## src/rtl/datapath_sequencer.sv

```systemverilog
// datapath_sequencer: multicycle IF/ID/EX/MEM/WB control sequencer for the 8-bit datapath.
// Owns the program counter and the retired-instruction counter, runs the instruction/data
// memory req/ack handshakes and emits the IR-load and register-file write strobes.
// Optional memory-ack watchdog: compiled in when SEQ_TIMEOUT_EN is defined.
module datapath_sequencer #(
  parameter int unsigned TIMEOUT = 15
) (
  input  logic       sysclk,
  input  logic       sysrst_n,
  input  logic       run,
  input  logic [2:0] inst,
  input  logic [2:0] aux,
  input  logic       alu_zero,
  output logic       imem_req,
  input  logic       imem_ack,
  output logic       dmem_req,
  output logic       dmem_we,
  input  logic       dmem_ack,
  output logic [7:0] pc,
  output logic       ir_load,
  output logic       reg_we,
  output logic [2:0] stage,
  output logic       busy,
  output logic       halted,
  output logic       fault,
  output logic [7:0] instret
);

  typedef enum logic [2:0] {
    StIdle   = 3'd0,
    StIf     = 3'd1,
    StId     = 3'd2,
    StEx     = 3'd3,
    StMem    = 3'd4,
    StWb     = 3'd5,
    StHalted = 3'd6
  } state_e;

  localparam logic [2:0] OpLd   = 3'b011;
  localparam logic [2:0] OpSt   = 3'b100;
  localparam logic [2:0] OpBrz  = 3'b110;
  localparam logic [2:0] OpHalt = 3'b111;

  state_e     state_q, state_d;
  logic [2:0] op_q, imm_q;
  logic [7:0] pc_q, pc_d, instret_q;
  logic       retire;
  logic       tmo;

  // A zero budget would time out before any ack could be seen.
  if (TIMEOUT == 0) begin : g_bad_timeout
    $error("TIMEOUT must be nonzero");
  end

`ifdef SEQ_TIMEOUT_EN
  localparam int unsigned CntW = (TIMEOUT > 1) ? $clog2(TIMEOUT) : 1;

  logic [CntW-1:0] wait_q, wait_d;
  logic            fault_q;
  logic            waiting;

  assign waiting = ((state_q == StIf) && !imem_ack) || ((state_q == StMem) && !dmem_ack);
  assign tmo     = waiting && (wait_q == CntW'(TIMEOUT - 1));
  // Restart on every state change so IF and MEM each get a full budget.
  assign wait_d  = ((state_d == state_q) && waiting) ? wait_q + CntW'(1) : '0;
  assign fault   = fault_q;

  // Watchdog counter and sticky fault flag.
  always_ff @(posedge sysclk or negedge sysrst_n) begin
    if (!sysrst_n) begin
      wait_q  <= '0;
      fault_q <= 1'b0;
    end else begin
      wait_q <= wait_d;
      if (tmo) fault_q <= 1'b1;
    end
  end
`else
  assign tmo   = 1'b0;
  assign fault = 1'b0;
`endif

  // Instruction completes in this state; pc/instret advance on the edge leaving it.
  always_comb begin
    retire = 1'b0;
    case (state_q)
      StEx:    retire = (op_q == OpBrz);
      StMem:   retire = dmem_ack && (op_q == OpSt);
      StWb:    retire = 1'b1;
      default: retire = 1'b0;
    endcase
  end

  // State register.
  always_ff @(posedge sysclk or negedge sysrst_n) begin
    if (!sysrst_n) state_q <= StIdle;
    else           state_q <= state_d;
  end

  // Next-state logic; run is only consulted in IDLE, HALTED and at retirement.
  always_comb begin
    state_d = state_q;
    case (state_q)
      StIdle: if (run) state_d = StIf;
      StIf: begin
        if (imem_ack)  state_d = StId;
        else if (tmo)  state_d = StHalted;
      end
      StId:   state_d = (op_q == OpHalt) ? StHalted : StEx;
      StEx: begin
        if ((op_q == OpLd) || (op_q == OpSt)) state_d = StMem;
        else if (op_q != OpBrz)               state_d = StWb;
      end
      StMem: begin
        if (dmem_ack)  state_d = StWb;
        else if (tmo)  state_d = StHalted;
      end
      StHalted: if (!run) state_d = StIdle;
      default: state_d = StIdle;
    endcase
    if (retire) state_d = run ? StIf : StIdle;
  end

  // Program counter: taken BRZ adds the sign-extended immediate, everything else steps by one.
  always_comb begin
    pc_d = pc_q;
    if (retire) begin
      if ((state_q == StEx) && alu_zero) pc_d = pc_q + 8'd1 + {{5{imm_q[2]}}, imm_q};
      else                               pc_d = pc_q + 8'd1;
    end
  end

  // Architectural registers and the latched opcode/immediate.
  always_ff @(posedge sysclk or negedge sysrst_n) begin
    if (!sysrst_n) begin
      pc_q      <= 8'h00;
      instret_q <= 8'h00;
      op_q      <= 3'b000;
      imm_q     <= 3'b000;
    end else begin
      pc_q <= pc_d;
      if (retire) instret_q <= instret_q + 8'd1;
      if (ir_load) begin
        op_q  <= inst;
        imm_q <= aux;
      end
    end
  end

  // Handshake requests and strobes; ir_load is the only Mealy output.
  always_comb begin
    imem_req = (state_q == StIf);
    ir_load  = (state_q == StIf) && imem_ack;
    dmem_req = (state_q == StMem);
    dmem_we  = (state_q == StMem) && (op_q == OpSt);
    reg_we   = (state_q == StWb);
    busy     = (state_q != StIdle) && (state_q != StHalted);
    halted   = (state_q == StHalted);
    stage    = state_q;
  end

  assign pc      = pc_q;
  assign instret = instret_q;

endmodule
```

## config.mk

```make
export PLATFORM = sky130hd
export DESIGN_NAME = datapath_sequencer
export DESIGN_NICKNAME = d
export VERILOG_FILES = /design/src/rtl/datapath_sequencer.sv
export SDC_FILE = /design/constraint.sdc
export NUM_CORES = 1
export LEC_CHECK = 0
export CAP_MARGIN = 40
export CORE_MARGIN = 4
export CORE_UTILIZATION = 50
export CTS_CLUSTER_SIZE = 30
export DETAILED_ROUTE_END_ITERATION = 8
export GPL_ROUTABILITY_DRIVEN = 0
export PLACE_DENSITY = 0.92
export SYNTH_ARGS = -nofsm -noshare
export SYNTH_HDL_FRONTEND = slang
export SYNTH_SLANG_ARGS = --single-unit
export TNS_END_PERCENT = 50
```

## constraint.sdc

```tcl
create_clock -name sysclk -period 2.75 [get_ports sysclk]
set_input_delay 0.55 -clock sysclk [delete_from_list [all_inputs] [get_ports sysclk]]
set_output_delay 0.55 -clock sysclk [all_outputs]
set_load 0.1 [all_outputs]
```

==> metrics list, run 1 <==
* Outcome: finished, final reports clean
- Clock latency on the worst-skew pair, taken at its later pin, is 0.33 ns.
* Clock tree root driver cell: sky130_fd_sc_hd__clkbuf_4
- Peak per-stage delay on the critical path: 0.54 ns
- CTS built an H-tree with a depth of 1.
- The clock arrives with 0.00421 ns of skew.
* Clock-pin slew of the registers on the worst-case setup and hold paths: 0.14 ns
- Number of warning messages in the yosys log: 0
- XOR/XNOR Fraction of Synth Area: 0.0866
* Critical path startpoint category: register
- Worst-case register-to-register setup slack: 0.20 ns
- Utilization after layout: 0.652
- Upper clock frequency limit: 0.393 GHz
- Vert. Die Dim: 66.6 um
- Core area: 0.00334 mm2
- Most used flip-flop cell after synthesis: sky130_fd_sc_hd__dfrtp_1
- Final routed wirelength across all metal layers: 3780 um
- Summed over all layers, the global routing overflow is 0.
* Worst R2R Start: pc[0]
- Worst setup path class: register to register
- Once layout is done, the placed cells without fillers occupy 0.00218 mm2.
- The via count of the first global-routing pass is 1429.
- Sum Neg Setup Slack: 0 ns
* Area share of and/or/nand/nor cells after synthesis: 0.180
* Via-to-Cell Ratio: 5.51
* Share of layout cells above drive strength 1: 0.281
- In the final routed layout, each cell accounts on average for 14.2 um.
- Worst path cell trace: ha_4, and3_1, nand3_1, xnor2_1, ha_1, a211o_1, o22ai_2, mux2i_1, mux2i_1, xor2_1
* Cell area after synthesis: 0.00172 mm2
- Final ANT Viol Nets: 0
* Final critical-path required period: 2.55 ns
- The worst setup path is captured at a register.
- For this configuration, the core starts out at a cell density of 0.515.
* Data required, critical path: 3.02 ns
* Overall Global Routing Usage: 0.184
- Maximum capacitance violations: 0
- In this run the critical register-to-register path is captured at pc[7].
- Count of pins over their slew limit: 0
- Share of flip-flops with an asynchronous set or reset: 1.00
* Die width: 66.6 um
- The wire-length estimate of the detail-placed layout is 2810 um.
* Layout Nets: 245
- In this run the worst hold path is classified as register to register.
- Cell depth of the worst hold path: 1
* Area leader, netlist: sky130_fd_sc_hd__dfrtp_1
* Synthesized area per cell: 9.39 um2
* Relative max-transition margin: 0.453
- Hold wc startpoint: instret[7]
- The clock passes through at most 2 buffers.
* Critical path data arrival time: 2.81 ns
- Number of hold-slack violations in the final timing report: 0
- Port buffering added 37 buffers.
- TritonCTS built the clock tree.
* Post-route fraction of the period consumed by the critical path: 0.926
* Placed Area: 0.00214 mm2
- Number of buffers inserted during clock tree synthesis: 3
- Hold is met by 0.488 ns.
- Synthesis produced a netlist whose cell count is 183.
- Number of storage elements in the synthesis netlist: 25
* Global-route wire length before repair: 6360 um
* Largest cells by area after synthesis: sky130_fd_sc_hd__dfrtp_1 36%, sky130_fd_sc_hd__ha_1 7.3%, sky130_fd_sc_hd__xnor2_1 5.1%, sky130_fd_sc_hd__a21oi_1 4.4%, sky130_fd_sc_hd__mux2_2 3.9%
- The repair_antennas step left the layout with diodes totalling 0.
- The path with the worst hold slack has its endpoint at instret[7].
- The area growth from synthesis to layout is 26.6%.
- Antenna violations before repair: 0
- Count of flip-flops with a built-in enable after synthesis: 0
- Critical path fanouts, max: 6
- Cell with the largest stage delay on the worst path: sky130_fd_sc_hd__dfrtp_4
- Counting distinct cell types in the post-synthesis netlist gives 44.
- Worst-Margin Slew: 0.817 ns
- Combinational family with the most area after synthesis: simple AND/OR/NAND/NOR gates
* DRC marker count from the first detailed-route iteration: 64
* Remaining routing DRC violations: 0
- Number of rows in the core area: 21
* Area share of the largest cell type after synthesis: 0.364
* Fraction of synthesized area in multiplexers: 0.0691
* RSZ-0062 raised after global routing: no
- Final-report setup violation count: 0
- Post-synthesis compound-gate area fraction: 0.172
* Proportion of synthesized chip area in sequential cells: 0.364
- Register-to-Register Path Depth: 10
- Clk sinks: 25
- Entering global routing, the biggest net connects 18 pins.
* Number of iterations in the first detailed-routing pass: 4
- Number of top-level design ports: 39
- Cell mode on critical path: sky130_fd_sc_hd__mux2i_1
* Syn Nets: 206
- Of the total synthesized cell area, the portion taken by full adders, half adders and majority gates is 0.0844.
- Across all layers, the routed design uses 1470 vias.
- The die covers 0.00444 mm2.
[state kept, by name, summed over array words and instances, names as in the netlist]
name     cells
pc           8
instret      8
op_q         3
stage        3
imm_q        3
[through the flow]
step | std cells | setup WS, ns
2_1_floorplan | 183 | 0.00486
4_1_cts | 266 | 0.133
3_5_place_dp | 262 | 0.169
6_report | 267 | 0.203
3_3_place_gp | 262 | 0.231
5_1_grt | 267 | 0.00914
[cells in the mapped netlist (all sizes together), types with 3 or more instances]
| master | instances |
|---|---|
| o21a | 3 |
| xnor2 | 10 |
| nor2 | 14 |
| mux2i | 4 |
| nor3 | 3 |
| a21o | 3 |
| inv | 7 |
| and3 | 6 |
| xor2 | 7 |
| nand3 | 9 |
| dfrtp | 25 |
| mux2 | 7 |
| o22ai | 3 |
| nand2b | 5 |
| o21ai | 7 |
| ha | 10 |
| nand2 | 13 |
| a21oi | 16 |
| buf | 8 |
[worst max-delay path, delay by kind of cell, from the launching register on]
family                     cells  cell delay (ns)
DFF                            1             0.54
adders and majority gates      2             0.46
muxes                          2             0.46
AOI/OAI and AO/OA              2             0.43
xor gates and xnor gates       2             0.31
and+or+nand+nor                2             0.28
[cells in the final DEF, fill, tap and decap left out, types with 2 or more instances in the layout]
cell type,Yosys,layout
sky130_fd_sc_hd__buf_4,2,30
sky130_fd_sc_hd__dfrtp_1,25,16
sky130_fd_sc_hd__a21oi_1,15,15
sky130_fd_sc_hd__nand2_1,13,13
sky130_fd_sc_hd__nor2_1,14,12
sky130_fd_sc_hd__clkdlybuf4s50_1,0,11
sky130_fd_sc_hd__xnor2_1,10,10
sky130_fd_sc_hd__nand3_1,9,9
sky130_fd_sc_hd__ha_1,10,9
sky130_fd_sc_hd__xor2_1,7,7
sky130_fd_sc_hd__inv_1,7,7
sky130_fd_sc_hd__mux2_2,6,6
sky130_fd_sc_hd__nand2b_1,5,5
sky130_fd_sc_hd__o21ai_0,5,5
sky130_fd_sc_hd__dfrtp_2,0,5
sky130_fd_sc_hd__and3_1,4,4
sky130_fd_sc_hd__mux2i_1,4,4
sky130_fd_sc_hd__dfrtp_4,0,4
sky130_fd_sc_hd__o21a_1,3,3
sky130_fd_sc_hd__a21o_1,3,3
sky130_fd_sc_hd__clkbuf_4,0,3
sky130_fd_sc_hd__nor2_2,0,2
sky130_fd_sc_hd__and3_4,2,2
sky130_fd_sc_hd__nor2b_1,2,2
sky130_fd_sc_hd__a31oi_1,2,2
sky130_fd_sc_hd__o22ai_2,2,2
sky130_fd_sc_hd__o21ai_1,2,2
sky130_fd_sc_hd__o21bai_1,2,2
sky130_fd_sc_hd__nor3_1,3,2
[layer usage]
metal / track usage / share of wire / up-vias
li1: - / - / 722
met1: 0.233 / 0.46 / 715
met2: 0.312 / 0.48 / 28
met3: 0.0202 / 0.033 / 5
met4: 0.0838 / 0.020 / 0
met5: 0 / 0 / -
[area by class of cell]
cell class | instances | area (um2)
Fill cell | 278 | 1160
Multi-Input combinational cell | 143 | 1060
Sequential cell | 25 | 647
Timing Repair Buffer | 42 | 355
Tap cell | 46 | 57.6
Inverter | 7 | 26.3
Clock buffer | 3 | 22.5
Clock inverter | 1 | 7.51
[logic make-up after synthesis]
group / after synthesis
AO/OA/AOI/OAI: 44
AND/OR/NAND/NOR: 59
XOR/XNOR: 17
other: 1
buffers and inverters: 15
multiplexers: 11
adder cells (fa/ha/maj): 11
flip-flops: 25
[timing repair]
item                       in CTS  in global routing
setup endpoints to repair       0                  1
resized for setup               0                  0
hold buffers                    0                  0
buffers inserted                0                  1
[how the worst max path moves through the flow]
| stage | from | to | slack (ns) | cells past startpoint |
|---|---|---|---|---|
| 2_1_floorplan | stage[1] | ir_load | 0.005 | 4 |
| 3_3_place_gp | pc[0] | pc[7] | 0.23 | 10 |
| 6_report | pc[0] | pc[7] | 0.20 | 10 |
| 3_5_place_dp | pc[0] | pc[7] | 0.17 | 10 |
| 5_1_grt | pc[0] | pc[7] | 0.009 | 10 |
| 4_1_cts | pc[0] | pc[7] | 0.13 | 10 |
Power of run 1 is not shown: default switching activity piles up to over one toggle a cycle in this logic, so the estimate is an artifact.
==> run 2, diff against run 1 <==
--- a/config.mk
+++ b/config.mk
@@ -10,8 +10,8 @@
 export CORE_UTILIZATION = 50
 export CTS_CLUSTER_SIZE = 30
 export DETAILED_ROUTE_END_ITERATION = 8
-export GPL_ROUTABILITY_DRIVEN = 0
 export PLACE_DENSITY = 0.92
+export RECOVER_POWER = 25
 export SYNTH_ARGS = -nofsm -noshare
 export SYNTH_HDL_FRONTEND = slang
 export SYNTH_SLANG_ARGS = --single-unit
==> constraint.sdc (replaced) <==
create_clock -name sysclk -period 2.75 [get_ports sysclk]
set_input_delay 0.4125 -clock sysclk [delete_from_list [all_inputs] [get_ports sysclk]]
set_output_delay 0.4125 -clock sysclk [all_outputs]
set_load 0.1 [all_outputs]
==> run 2 against run 1 <==
Net effect: wire length is 8.8% lower; cell count fell by 0.75%; non-clock buffer count down 2; sequential share of layout area is 0.099 points higher; utilization fell by 1.7 points; setup slack lost 0.063 ns; clock skew rose by 0.0019 ns; register-to-register slack lost 0.06 ns; critical path type unchanged; critical endpoint unchanged.
==> metrics list, run 2 (synthesis results as in run 1) <==
- Outcome: finished, final reports clean (unchanged)
- Most common library cell in the layout ignoring fill and taps: sky130_fd_sc_hd__buf_4 (unchanged)
- The number of DRC violations after detailed routing came to 0 (unchanged).
* Worst setup path class: register to register (unchanged)
- Area of combinational cells with multiple inputs: 0.00104 mm2 (was 0.00106 mm2)
* Final-report setup violation count: 0 (unchanged)
- Via count of the first global-routing pass: 1291 (was 1429)
- The maximum number of pins on one net before global-route repair came to 26 (was 18).
- The die span in x came to 66.6 um (unchanged).
- Class of the tightest hold or removal check: register to register (unchanged)
- Critical path fanouts, max: 6 (unchanged)
- Die area: 0.00444 mm2 (unchanged)
- Antenna violations before repair: 0 (unchanged)
- The final period demand of the worst path is 2.61 ns (was 2.55 ns).
- Number of buffers between clock root and the deepest sink: 2 (unchanged)
- The root buffer cell is sky130_fd_sc_hd__clkbuf_4 (unchanged).
* Routability cong.: 0.926
* Sum Neg Setup Slack: 0 ns (unchanged)
- Layout Nets: 243 (was 245)
* Overall Global Routing Usage: 0.165 (was 0.184)
* Detailed-route via count: 1421 (was 1470)
- Worst path cell trace: ha_1, and3_1, nand3_1, xnor2_1, ha_1, a211o_1, o22ai_2, mux2i_1, mux2i_1, xor2_1 (was ha_4, and3_1, nand3_1, xnor2_1, ha_1, a211o_1, o22ai_2, mux2i_1, mux2i_1, xor2_1).
- Relative max-transition margin: 0.135 (was 0.453)
- Worst-Margin Slew: 1.30 ns (was 0.817 ns)
- DRC marker count from the first detailed-route iteration: 74 (was 64)
- Number of buffer cells added on primary ports: 37 (unchanged)
- The aggregate routed wire length was 3450 um (was 3780 um).
* Final ANT Viol Nets: 0 (unchanged)
* Nature of the critical path endpoint: register (unchanged)
- Number of rows in the core area: 21 (unchanged)
* Global-route wire length before repair: 5780 um (was 6360 um)
- Post-route standard cell area excluding fillers: 0.00212 mm2 (was 0.00218 mm2)
* Clock-pin slew of the registers on the worst-case setup and hold paths: 0.15 ns (was 0.14 ns)
* Antenna Cells: 0 (unchanged)
- Final routed wire length divided by cell count: 13.0 um (was 14.2 um)
- The number of max-slew violations in the final report came to 0 (unchanged).
- Number of gates resized after cts: 0 (unchanged)
- The post-place instance area is 0.00209 mm2 (was 0.00214 mm2).
- The hold buffer count at cts came to 0 (unchanged).
* Maximum capacitance violations: 0 (unchanged)
- The relative area change from synthesis to final layout came to 23.2% (was 26.6%).
- The flip-flop and latch area is 632 um2 (was 647 um2).
* RSZ-0062 raised after global routing: no (unchanged)
- Pre-CTS WS: 0.182 ns (was 0.169 ns)
- The highest cell delay on the worst timing path was 0.47 ns (was 0.54 ns).
* # H-tree levels: 1 (unchanged)
* Total half-perimeter wirelength after legalization and detailed placement: 2690 um (was 2810 um)
* Critical path startpoint category: register (unchanged)
- The standard cell with the maximum stage delay on the critical path was sky130_fd_sc_hd__dfrtp_2 (was sky130_fd_sc_hd__dfrtp_4).
- Starting Density: 0.515 (unchanged)
* Number of buffers inserted to repair setup after CTS: 0 (unchanged)
- The area inside the core boundary came to 0.00334 mm2 (unchanged).
- The setup skew after layout was 0.00606 ns (was 0.00421 ns).
* Critical path data arrival time: 2.87 ns (was 2.81 ns)
- The required arrival time at the worst endpoint came to 3.01 ns (was 3.02 ns).
* Total global routing overflow: 0 (unchanged)
* Number of buffers inserted during clock tree synthesis: 3 (unchanged)
* TritonCTS clock tree: built (unchanged)
- Vert. Die Dim: 66.6 um (unchanged)
- The number of filler instances in the final layout is 296 (was 278).
* Number of top-level design ports: 39 (unchanged)
- The number of buffers and inverters on the critical path is 0 (unchanged).
- The insertion delay of the later-clocked pin in the worst-skew pair is 0.33 ns (about the same).
- Number of hold-slack violations in the final timing report: 0 (unchanged)
- Smallest setup slack after layout: 0.140 ns (was 0.203 ns)
* Number of iterations in the first detailed-routing pass: 4 (unchanged)
* Share of layout cells above drive strength 1: 0.237 (was 0.281)
- Utilization after layout: 0.635 (was 0.652)
- Commonest non-fill, non-tap cells in the layout: 27 x sky130_fd_sc_hd__buf_4, 20 x sky130_fd_sc_hd__dfrtp_1, 15 x sky130_fd_sc_hd__a21oi_1 (was 30 x sky130_fd_sc_hd__buf_4, 16 x sky130_fd_sc_hd__dfrtp_1, 15 x sky130_fd_sc_hd__a21oi_1)
* Upper clock frequency limit: 0.383 GHz (was 0.393 GHz)
* Kind of cell adding the most delay to the critical path: adder cells (was flip-flops)
- Via-to-Cell Ratio: 5.36 (was 5.51)
* Post-route fraction of the period consumed by the critical path: 0.949 (was 0.926)
- Clk sinks: 25 (unchanged)
==> run 2: final cells by class <==
cell class                 instances  share of cell area
clock buffer                       3              0.0106
multi-input combinational        143               0.489
inverter                           7              0.0124
sequential                        25               0.298
clock inverter                     1             0.00354
timing repair buffer              40               0.159
tap                               46              0.0272
==> run 2: final timing paths <==
check | from | end | slack (ns) | cells past startpoint
max | pc[0] | pc[7] | 0.14 | 10
min | instret[7] | instret[7] | 0.49 | 1
max reg2reg | pc[0] | pc[7] | 0.14 | 10
min reg2reg | instret[7] | instret[7] | 0.49 | 1
max in group asynchronous | sysrst_n | stage[1] | 1.03 | 2
min in group asynchronous | sysrst_n | pc[6] | 0.87 | 2
==> run 2: per-stage QoR <==
step / instances / hold WS [ns]
3_5_place_dp: 261 / 0.476
4_1_cts: 265 / 0.435
5_1_grt: 265 / 0.502
3_3_place_gp: 261 / 0.463
6_report: 265 / 0.488
2_1_floorplan: 183 / 0.117
==> run 2: worst register-to-register path, stage by stage (launching register included) <==
cell and delay, ns:
sky130_fd_sc_hd__dfrtp_2 0.47, sky130_fd_sc_hd__ha_1 0.24, sky130_fd_sc_hd__and3_1 0.20, sky130_fd_sc_hd__nand3_1 0.09
sky130_fd_sc_hd__xnor2_1 0.15, sky130_fd_sc_hd__ha_1 0.32, sky130_fd_sc_hd__a211o_1 0.32, sky130_fd_sc_hd__o22ai_2 0.12
sky130_fd_sc_hd__mux2i_1 0.23, sky130_fd_sc_hd__mux2i_1 0.25, sky130_fd_sc_hd__xor2_1 0.15
==> run 2: per-layer routing <==
metal	track usage	share of wire
met2	0.271	0.48
met3	0.0304	0.057
met5	0	0
met1	0.228	0.46
met4	0.0305	0.0067
Power of run 2 is left out for the same reason.
